===== src/rtl/approx_mul_rr_sched.sv =====
// -----------------------------------------------------------------------------
// approx_mul_rr_sched
//
// Round-robin scheduler that time-shares one external combinational 8x8
// approximate multiplier among NREQ requesters. There are two register stages
// around the multiplier:
//   stage 1 : operand registers (mul_in1/mul_in2) plus requester tag
//   stage 2 : product register (rsp_prod) plus tag, valid/ready handshake out
//
// Ports:
//   clk        in   clock, rising edge
//   rst_n      in   asynchronous active-low reset (synchronous release)
//   req_valid  in   [NREQ]      per-requester request valid
//   req_ready  out  [NREQ]      per-requester accept, one-hot or zero
//   req_a      in   [NREQ*AW]   operand A, requester i at [i*AW +: AW]
//   req_b      in   [NREQ*AW]   operand B, same packing
//   mul_in1    out  [AW]        registered operand A to multiplier IN1
//   mul_in2    out  [AW]        registered operand B to multiplier IN2
//   mul_out    in   [2*AW]      multiplier result (combinational)
//   rsp_valid  out              response valid
//   rsp_ready  in               consumer ready
//   rsp_id     out  [IDW]       requester that issued the request
//   rsp_prod   out  [2*AW]      registered multiplier result
//
// Optional feature, macro APPROX_MUL_ERRSTAT_EN, adds:
//   err_clr    in               synchronous clear of both statistics
//   err_cnt    out  [16]        saturating count of inexact responses
//   err_sum    out  [24]        saturating sum of |rsp_prod - exact|
// -----------------------------------------------------------------------------
module approx_mul_rr_sched #(
    parameter int NREQ = 4,
    parameter int IDW  = 2,
    parameter int AW   = 8
) (
    input  logic                 clk,
    input  logic                 rst_n,
    input  logic [NREQ-1:0]      req_valid,
    output logic [NREQ-1:0]      req_ready,
    input  logic [NREQ*AW-1:0]   req_a,
    input  logic [NREQ*AW-1:0]   req_b,
    output logic [AW-1:0]        mul_in1,
    output logic [AW-1:0]        mul_in2,
    input  logic [2*AW-1:0]      mul_out,
    output logic                 rsp_valid,
    input  logic                 rsp_ready,
    output logic [IDW-1:0]       rsp_id,
    output logic [2*AW-1:0]      rsp_prod
`ifdef APPROX_MUL_ERRSTAT_EN
    ,
    input  logic                 err_clr,
    output logic [15:0]          err_cnt,
    output logic [23:0]          err_sum
`endif
);

    logic [IDW-1:0]  rr_ptr_reg;
    logic            s1_vld_reg;
    logic [IDW-1:0]  s1_id_reg;
    logic [AW-1:0]   mul_in1_reg;
    logic [AW-1:0]   mul_in2_reg;
    logic            rsp_valid_reg;
    logic [IDW-1:0]  rsp_id_reg;
    logic [2*AW-1:0] rsp_prod_reg;

    logic            adv;
    logic            load;
    logic            grant_vld;
    logic [IDW-1:0]  grant_idx;
    logic [IDW-1:0]  rr_ptr_next;
    logic [AW-1:0]   a_arr [NREQ];
    logic [AW-1:0]   b_arr [NREQ];

    // Stage 2 frees when empty or draining; stage 1 follows it in lock-step.
    // Nothing is accepted while reset is asserted.
    assign adv  = !rsp_valid_reg || rsp_ready;
    assign load = adv && rst_n;

    generate
        for (genvar gi = 0; gi < NREQ; gi++) begin : g_req
            assign a_arr[gi]     = req_a[gi*AW +: AW];
            assign b_arr[gi]     = req_b[gi*AW +: AW];
            assign req_ready[gi] = load && grant_vld && (grant_idx == IDW'(gi));
        end
    endgenerate

    // First valid requester scanning upward from rr_ptr, wrapping modulo NREQ.
    always_comb begin
        int p;
        grant_vld = 1'b0;
        grant_idx = '0;
        p         = 0;
        if (load) begin
            for (int k = 0; k < NREQ; k++) begin
                p = int'(rr_ptr_reg) + k;
                if (p >= NREQ) begin
                    p = p - NREQ;
                end
                if (!grant_vld && req_valid[IDW'(p)]) begin
                    grant_vld = 1'b1;
                    grant_idx = IDW'(p);
                end
            end
        end
    end

    assign rr_ptr_next = (grant_idx == IDW'(NREQ-1)) ? '0 : grant_idx + IDW'(1);

    always_ff @(posedge clk or negedge rst_n) begin
        if (!rst_n) begin
            rr_ptr_reg    <= '0;
            s1_vld_reg    <= 1'b0;
            s1_id_reg     <= '0;
            mul_in1_reg   <= '0;
            mul_in2_reg   <= '0;
            rsp_valid_reg <= 1'b0;
            rsp_id_reg    <= '0;
            rsp_prod_reg  <= '0;
        end else if (adv) begin
            if (grant_vld) begin
                mul_in1_reg <= a_arr[grant_idx];
                mul_in2_reg <= b_arr[grant_idx];
                s1_id_reg   <= grant_idx;
                s1_vld_reg  <= 1'b1;
                rr_ptr_reg  <= rr_ptr_next;
            end else begin
                // Operands hold so the multiplier inputs do not toggle.
                s1_vld_reg  <= 1'b0;
            end
            rsp_valid_reg <= s1_vld_reg;
            if (s1_vld_reg) begin
                rsp_prod_reg <= mul_out;
                rsp_id_reg   <= s1_id_reg;
            end
        end
    end

    assign mul_in1   = mul_in1_reg;
    assign mul_in2   = mul_in2_reg;
    assign rsp_valid = rsp_valid_reg;
    assign rsp_id    = rsp_id_reg;
    assign rsp_prod  = rsp_prod_reg;

`ifdef APPROX_MUL_ERRSTAT_EN
    logic [2*AW-1:0] exact_s1;
    logic [2*AW-1:0] exact_reg;
    logic [2*AW-1:0] err_diff;
    logic [24:0]     sum_ext;
    logic [15:0]     err_cnt_reg;
    logic [23:0]     err_sum_reg;

    assign exact_s1 = (2*AW)'(mul_in1_reg) * (2*AW)'(mul_in2_reg);
    assign err_diff = (rsp_prod_reg >= exact_reg) ? (rsp_prod_reg - exact_reg)
                                                  : (exact_reg - rsp_prod_reg);
    assign sum_ext  = {1'b0, err_sum_reg} + 25'(err_diff);

    // Exact product travels alongside rsp_prod so both describe one response.
    always_ff @(posedge clk or negedge rst_n) begin
        if (!rst_n) begin
            exact_reg <= '0;
        end else if (adv && s1_vld_reg) begin
            exact_reg <= exact_s1;
        end
    end

    always_ff @(posedge clk or negedge rst_n) begin
        if (!rst_n) begin
            err_cnt_reg <= '0;
            err_sum_reg <= '0;
        end else if (err_clr) begin
            err_cnt_reg <= '0;
            err_sum_reg <= '0;
        end else if (rsp_valid_reg && rsp_ready) begin
            if ((err_diff != '0) && (err_cnt_reg != 16'hFFFF)) begin
                err_cnt_reg <= err_cnt_reg + 16'd1;
            end
            err_sum_reg <= sum_ext[24] ? 24'hFF_FFFF : sum_ext[23:0];
        end
    end

    assign err_cnt = err_cnt_reg;
    assign err_sum = err_sum_reg;
`endif

endmodule


===== config.mk =====
export PLATFORM = sky130hd
export DESIGN_NAME = approx_mul_rr_sched
export DESIGN_NICKNAME = d
export VERILOG_FILES = /design/src/rtl/approx_mul_rr_sched.sv
export SDC_FILE = /design/constraint.sdc
export NUM_CORES = 1
export LEC_CHECK = 0
export CORE_MARGIN = 4
export CORE_UTILIZATION = 25
export DETAILED_ROUTE_END_ITERATION = 10
export DONT_BUFFER_PORTS = 1
export GPL_TIMING_DRIVEN = 0
export HOLD_SLACK_MARGIN = 0.05
export PLACE_DENSITY = 0.48
export REMOVE_ABC_BUFFERS = 1
export SYNTH_ARGS = -nofsm -noshare
export SYNTH_HDL_FRONTEND = slang
export SYNTH_SLANG_ARGS = --single-unit

===== constraint.sdc =====
create_clock -name clk -period 2.7 [get_ports clk]
set_input_delay 0.405 -clock clk [delete_from_list [all_inputs] [get_ports clk]]
set_output_delay 0.405 -clock clk [all_outputs]
set_load 0.005 [all_outputs]

# After elaboration in Yosys (flattened, before gate mapping)
# Index checks and enable logic that the tools add are counted.
dict set report totals {
  word_cells 87
  ff_bits 40
  out_inout_bits 39
  in_bits 87
}
dict set report op_classes {
  n_eq_ne 3
  n_lt_le_gt_ge 9
  n_bitwise 1
  n_addsub 8
  reduce_logical 17
  muxes 41
}
# operator n
set ops {}
lappend ops {{binary-select mux 8 bit (select 2 bit)} 2}
lappend ops {{2-to-1 mux 8 bit} 4}
lappend ops {{2-to-1 mux 2 bit} 14}
lappend ops {{2-to-1 mux 1 bit} 17}
lappend ops {{< comparator 2 x 4 -> 1 bit (second input constant)} 4}
lappend ops {{greater-or-equal comparator 3 bit (second input constant)} 4}
lappend ops {{logical AND 1 bit} 9}
lappend ops {{binary-select mux 1 bit (select 2 bit)} 4}
lappend ops {{subtractor 2 x 1 -> 2 bit (second input constant)} 4}
lappend ops {{adder 2 x 2 -> 3 bit (second input constant)} 2}
lappend ops {{== test 2 bit (second input constant)} 2}
lappend ops {{logical NOT 1 bit} 4}
lappend ops {{AND reduction 2 bit} 2}
lappend ops {{adder 2 x 1 -> 3 bit (second input constant)} 1}
lappend ops {{greater-or-equal comparator 2 x 3 -> 1 bit (second input constant)} 1}
lappend ops {{inverter 2 -> 3 bit} 1}
lappend ops {{adder 2 x 1 -> 2 bit (second input constant)} 1}
lappend ops {{== test 2 x 1 -> 1 bit (second input constant)} 1}
lappend ops {{logical NOT 2 bit} 1}
lappend ops {{logical OR 1 bit} 1}

# Logic depth before layout (Yosys ltp)
dict set report depth {
  depth_word 25
  mapped_depth 8
}

# Least setup slack after synthesis
# OpenSTA, ideal clock, no wires.
dict set report synth_path {
  path_type {input -> output}
  start {input req_valid[2]}
  end {output req_ready[0]}
  arrival_time_ps 1681
  required_time_ps 2295
  path_stages 7
  path_slack_ps 614
  path_cell_list {nor2b_4 -> a211o_1 -> a211oi_4 -> buf_6 -> inv_2 -> ha_1 -> and2_1}
}
dict set report synth_between {
  elab_chain_len 19
  word_cells_on_any_way 34
}
# item line
set synth_lines {}
lappend synth_lines {{start: declaration} 37} ;# input logic [NREQ-1:0] req_valid,
lappend synth_lines {{binary-select mux 1 bit (select 2 bit)} 98} ;# if (!grant_vld && req_valid[IDW'(p)]) begin
lappend synth_lines {{2-to-1 mux 1 bit (not written as such) (2 in series)} 98}
lappend synth_lines {{2-to-1 mux 1 bit} 98}
lappend synth_lines {{2-to-1 mux 1 bit} 92} ;# if (load) begin
lappend synth_lines {{logical NOT 1 bit} 98}
lappend synth_lines {{logical AND 1 bit} 98}
lappend synth_lines {{2-to-1 mux 1 bit} 98}
lappend synth_lines {{2-to-1 mux 1 bit} 92}
lappend synth_lines {{(+2 left out)} n/a}
lappend synth_lines {{2-to-1 mux 1 bit} 98}
lappend synth_lines {{2-to-1 mux 1 bit} 92}
lappend synth_lines {{logical NOT 1 bit} 98}
lappend synth_lines {{logical AND 1 bit} 98}
lappend synth_lines {{2-to-1 mux 2 bit / 2-to-1 mux 1 bit (equally long branches)} 98}
lappend synth_lines {{2-to-1 mux 2 bit / 2-to-1 mux 1 bit (equally long branches)} 92}
lappend synth_lines {{logical NOT 2 bit / logical AND 1 bit (equally long branches)} 82} ;# assign req_ready[gi] = load && grant_vld && (grant_idx == IDW'(gi));
lappend synth_lines {{logical AND 1 bit (*)} 82}
lappend synth_lines {{end: declaration} 38} ;# output logic [NREQ-1:0] req_ready,
# Mark *: on every way between the ends. The rest lies on a longest branch, timed or not. The select of a mux whose other input is x is not followed.

# Final worst setup path
dict set report layout_path {
  start {register rsp_valid_reg (netlist: rsp_valid)}
  end {output req_ready[0]}
}
dict set report layout_between {
  elab_chain_len 6
  word_cells_on_any_way 8
}
# item line
set layout_lines {}
lappend layout_lines {{start: declaration} 61} ;# logic rsp_valid_reg;
lappend layout_lines {{start signal: assignment} 129} ;# rsp_valid_reg <= s1_vld_reg;
lappend layout_lines {{logical NOT 1 bit (*)} 75} ;# assign adv = !rsp_valid_reg || rsp_ready;
lappend layout_lines {{logical OR 1 bit (*)} 75}
lappend layout_lines {{logical AND 1 bit (*)} 76} ;# assign load = adv && rst_n;
lappend layout_lines {{2-to-1 mux 2 bit / 2-to-1 mux 1 bit (equally long branches)} 92}
lappend layout_lines {{logical NOT 2 bit / logical AND 1 bit (equally long branches)} 82}
lappend layout_lines {{logical AND 1 bit (*)} 82}
# Mark *: on every way between the ends. The rest lies on a longest branch, timed or not.

==> PnR_summary.wiki <==
{| class="wikitable"
! Metric !! Value
|-
| Iteration-0 DRC count of the detailed router || 49
|-
| Library cell used as clock root buffer || clkbuf_8
|-
| Remaining global-route overflow || 0
|-
| Maximum number of pins on one net before global-route repair || 41
|-
| Hold violation total from the final report || 0
|-
| Site row count || 33
|-
| First-pass GRT wire length || around 10 mm
|-
| End-of-flow core utilization || between 20% and 30%
|-
| Share of total power in combinational logic || 25.6%
|-
| Growth of design area from synthesis to finish || 11.2%
|-
| Kind of end point of the critical path || output port
|-
| Count of buffering cells on the critical path with inverters included || 0
|-
| Overall fraction of global-route tracks in use || 13.5%
|-
| Crit-path max FO || 10
|-
| Signal arrival time at the worst endpoint || roughly 2.2 ns
|-
| Hold slack || between 0.2 and 0.25 ns
|-
| Crit path required time || around 2.3 ns
|-
| Placement Cell Area || 2210 um^2
|-
| CP max-delay cell || or3_1
|-
| Layout fillers || 885
|-
| Unrepaired setup endpoints after global routing || no
|-
| Run status || finished, final reports clean
|-
| Die Y-Extent || ~100 um
|-
| Drc violations || 0
|-
| Cells after Synth || ~210
|-
| Routed Wire Length || just under 7 mm
|-
| Number of vias in the routed layout || 1669
|-
| CTS tree || yes
|-
| Net load switching power || between 0.6 and 0.7 mW
|-
| Total of endpoints with negative setup slack in the final report || 0
|-
| Number of global-route vias before repair || about 1800
|-
| Class of the worst hold path || primary input to flop
|-
| Number of antenna violations at the first check in global routing || 0
|-
| Max-Slew Margin vs Limit || between 10% and 20%
|-
| Input/output buffers || 0
|-
| PwrDens || just over 800 nW/um^2
|-
| Initial core utilization || about a quarter
|-
| Clock-pin slew of the registers on the worst-case setup and hold paths || roughly 0.09 ns
|-
| Largest delay share family, worst path || simple AND/OR/NAND/NOR gates
|-
| Number of clock sinks || 40
|-
| Multi-input logic area || around 1000 um^2
|-
| Switching portion of total power || roughly a third
|-
| Highest clock frequency the design can meet || just under 400 MHz
|-
| Clock network fraction of total power || 26.5%
|-
| Lkg Pwr || 0.922 nW
|-
| Total negative slack || 0 ns
|-
| Number of max-cap violations || 0
|-
| GPL Wtd Cong || between 0.7 and 0.8
|-
| Maximum level of the CTS H-tree || 2
|-
| Number of inserted diodes || 0
|-
| Number of warning messages in the yosys log || 0
|-
| Register share of total power || between 40% and 50%
|-
| Seq cells post-synth || 40
|-
| Post-route clock period utilization || 94.9%
|-
| Synth cell types || 36
|-
| Final routed wire length divided by cell count || around 22 um
|-
| Detailed-placement wirelength estimate || slightly below 5 mm
|-
| Maximum vdd drop || 0.254 mV
|-
| Internal portion of total power || approximately 1.3 mW
|-
| Die area || 10100 um^2
|-
| Share of synthesized area occupied by flip-flops and latches || a little under half
|-
| Critical path cell sequence || nand2b_1, nand2_1, or3_1, ha_1, and2_1
|-
| Maximum number of buffers from clock root to sink || 2
|-
| Clk_skew || around 0.0037 ns
|-
| Syn avg cell area || between 10 and 15 um^2
|-
| Die W || 100 um
|-
| Post-detailed-route via-to-cell ratio || between 5 and 6
|-
| Flip-flop and latch area || between 1000 and 1500 um^2
|-
| Final critical delay including setup and external delays || between 2 and 3 ns
|-
| Final Cell Area || 2370 um^2
|-
| Number of buffers added by the clock tree synthesis step || 5
|-
| Final net count || 298
|-
| Slowest stage delay, CP || between 0.6 and 0.7 ns
|-
| First drt pass iteration count || 4
|-
| Clock network latency to the later pin of the worst-skew pair || between 0.2 and 0.3 ns
|-
| Ratio of cells with drive above 1 in the final layout || around 17%
|-
| Core area || roughly 8300 um^2
|-
| Most common cell after layout, fill and taps aside || dfrtp_1
|-
| Setup CP Type || flop to output port
|-
| Combined area of all synthesized cells || 2130 um^2
|-
| Resized Gates After CTS || 0
|-
| Transition time of the tightest slew-check pin || about 1.3 ns
|-
| Number of nets still failing antenna checks after routing || 0
|-
| Highest-count cells in the layout ignoring fill and taps || dfrtp_1, nand2_1, nor2_1, mux2_2, nand3_1
|-
| Ports placed on the boundary || 126
|-
| Flip-flop count of the largest register after layout || 16
|-
| Count of pins over their slew limit || 0
|-
| Startpoint type of the worst setup path || flop
|}
==> cells by family after synthesis <==
group	synth area share, %
compound gates	19.0
fa+ha+maj	0.587
buf+inv	4.23
flops	47.0
mux	9.51
simple gates	19.7
==> worst paths after layout <==
path | start | endpoint | slack [ns] | depth (start not counted)
max reg2reg | rsp_valid$_DFFE_PN0N_ | mul_in1[1]$_DFFE_PN0P_ | 0.63 | 5
min | req_a[16] | mul_in1[0]$_DFFE_PN0P_ | 0.24 | 2
min reg2reg | s1_id_reg[1]$_DFFE_PN0P_ | s1_id_reg[1]$_DFFE_PN0P_ | 0.48 | 2
max in group asynchronous | rst_n | s1_id_reg[1]$_DFFE_PN0P_ | 1.92 | 2
max | rsp_valid$_DFFE_PN0N_ | req_ready[0] | 0.14 | 5
min in group asynchronous | rst_n | mul_in1[6]$_DFFE_PN0P_ | 0.59 | 2
==> Yosys cell counts, drive strengths merged <==
library cell  instances  area, um^2
a221o                 6        60.1
a311oi                1        8.76
a31oi                10        62.6
a21oi                 3        15.0
o22ai                 1        6.26
nand2                19        71.3
or2                   1        6.26
inv                   5        18.8
mux2                 18         203
or3                   2        12.5
nor2b                 8        57.6
clkbuf                4        15.0
ha                    1        12.5
nand2b                3        18.8
o21ai                10        50.0
a211o                 1        8.76
and2                  4        27.5
buf                   9        56.3
o32a                  6        60.1
dfrtp                40        1000
a211oi                2        27.5
nor3b                 6        45.0
nand3                12        60.1
a21o                  1        7.51
nor2                 20        75.1
or2b                  1        7.51
o221a                 1        11.3
and3                  6        37.5
a221oi               10        87.6
==> what timing repair did <==
item / 4_1_cts / 5_1_grt
hold endpoints to repair: 40 / 0
setup endpoints to repair: 2 / 0
hold buffers: 2 / 0
setup buffers: 2 / 0
==> metrics by stage <==
step	worst slack, ns	power, mW	cells
2_1_floorplan	0.571	1.24	198
3_3_place_gp	-0.101	1.39	303
3_5_place_dp	0.132	1.41	304
4_1_cts	0.0945	1.96	316
5_1_grt	0.0248	2.05	316
6_report	0.137	1.91	316
==> power by group through the flow <==
stage	Clock [mW]	Sequential, mW	Combinational [mW]
after floorplan	0	0.887	0.358
after global placement	0	0.935	0.454
after detailed placement	0	0.938	0.472
after CTS	0.539	0.924	0.500
after global routing	0.554	0.942	0.553
final	0.507	0.918	0.489
==> worst reg2reg max path, delay by kind of cell (launching register included) <==
| kind | cells | cell delay [ns] |
|---|---|---|
| and+or+nand+nor | 2 | 0.51 |
| AOI/OAI and AO/OA | 3 | 1.02 |
| DFF | 1 | 0.41 |
==> layer usage <==
metal	track usage (%)	wire, um	vias to the layer above
met5	0	0	-
met4	3.11	57	0
met3	5.77	702	5
met2	24.3	3600	73
met1	14.6	2540	815
li1	-	-	776
==> final cells by class <==
cell class | count | share of cell area [%]
clock inverters | 3 | 1.95
clock buffers | 5 | 2.91
inverters | 5 | 0.792
flip-flops and latches | 40 | 42.3
repair buffers | 5 | 2.54
well taps | 105 | 5.55
multi-input cells | 153 | 44.0
(Power assumes the default switching activity.)
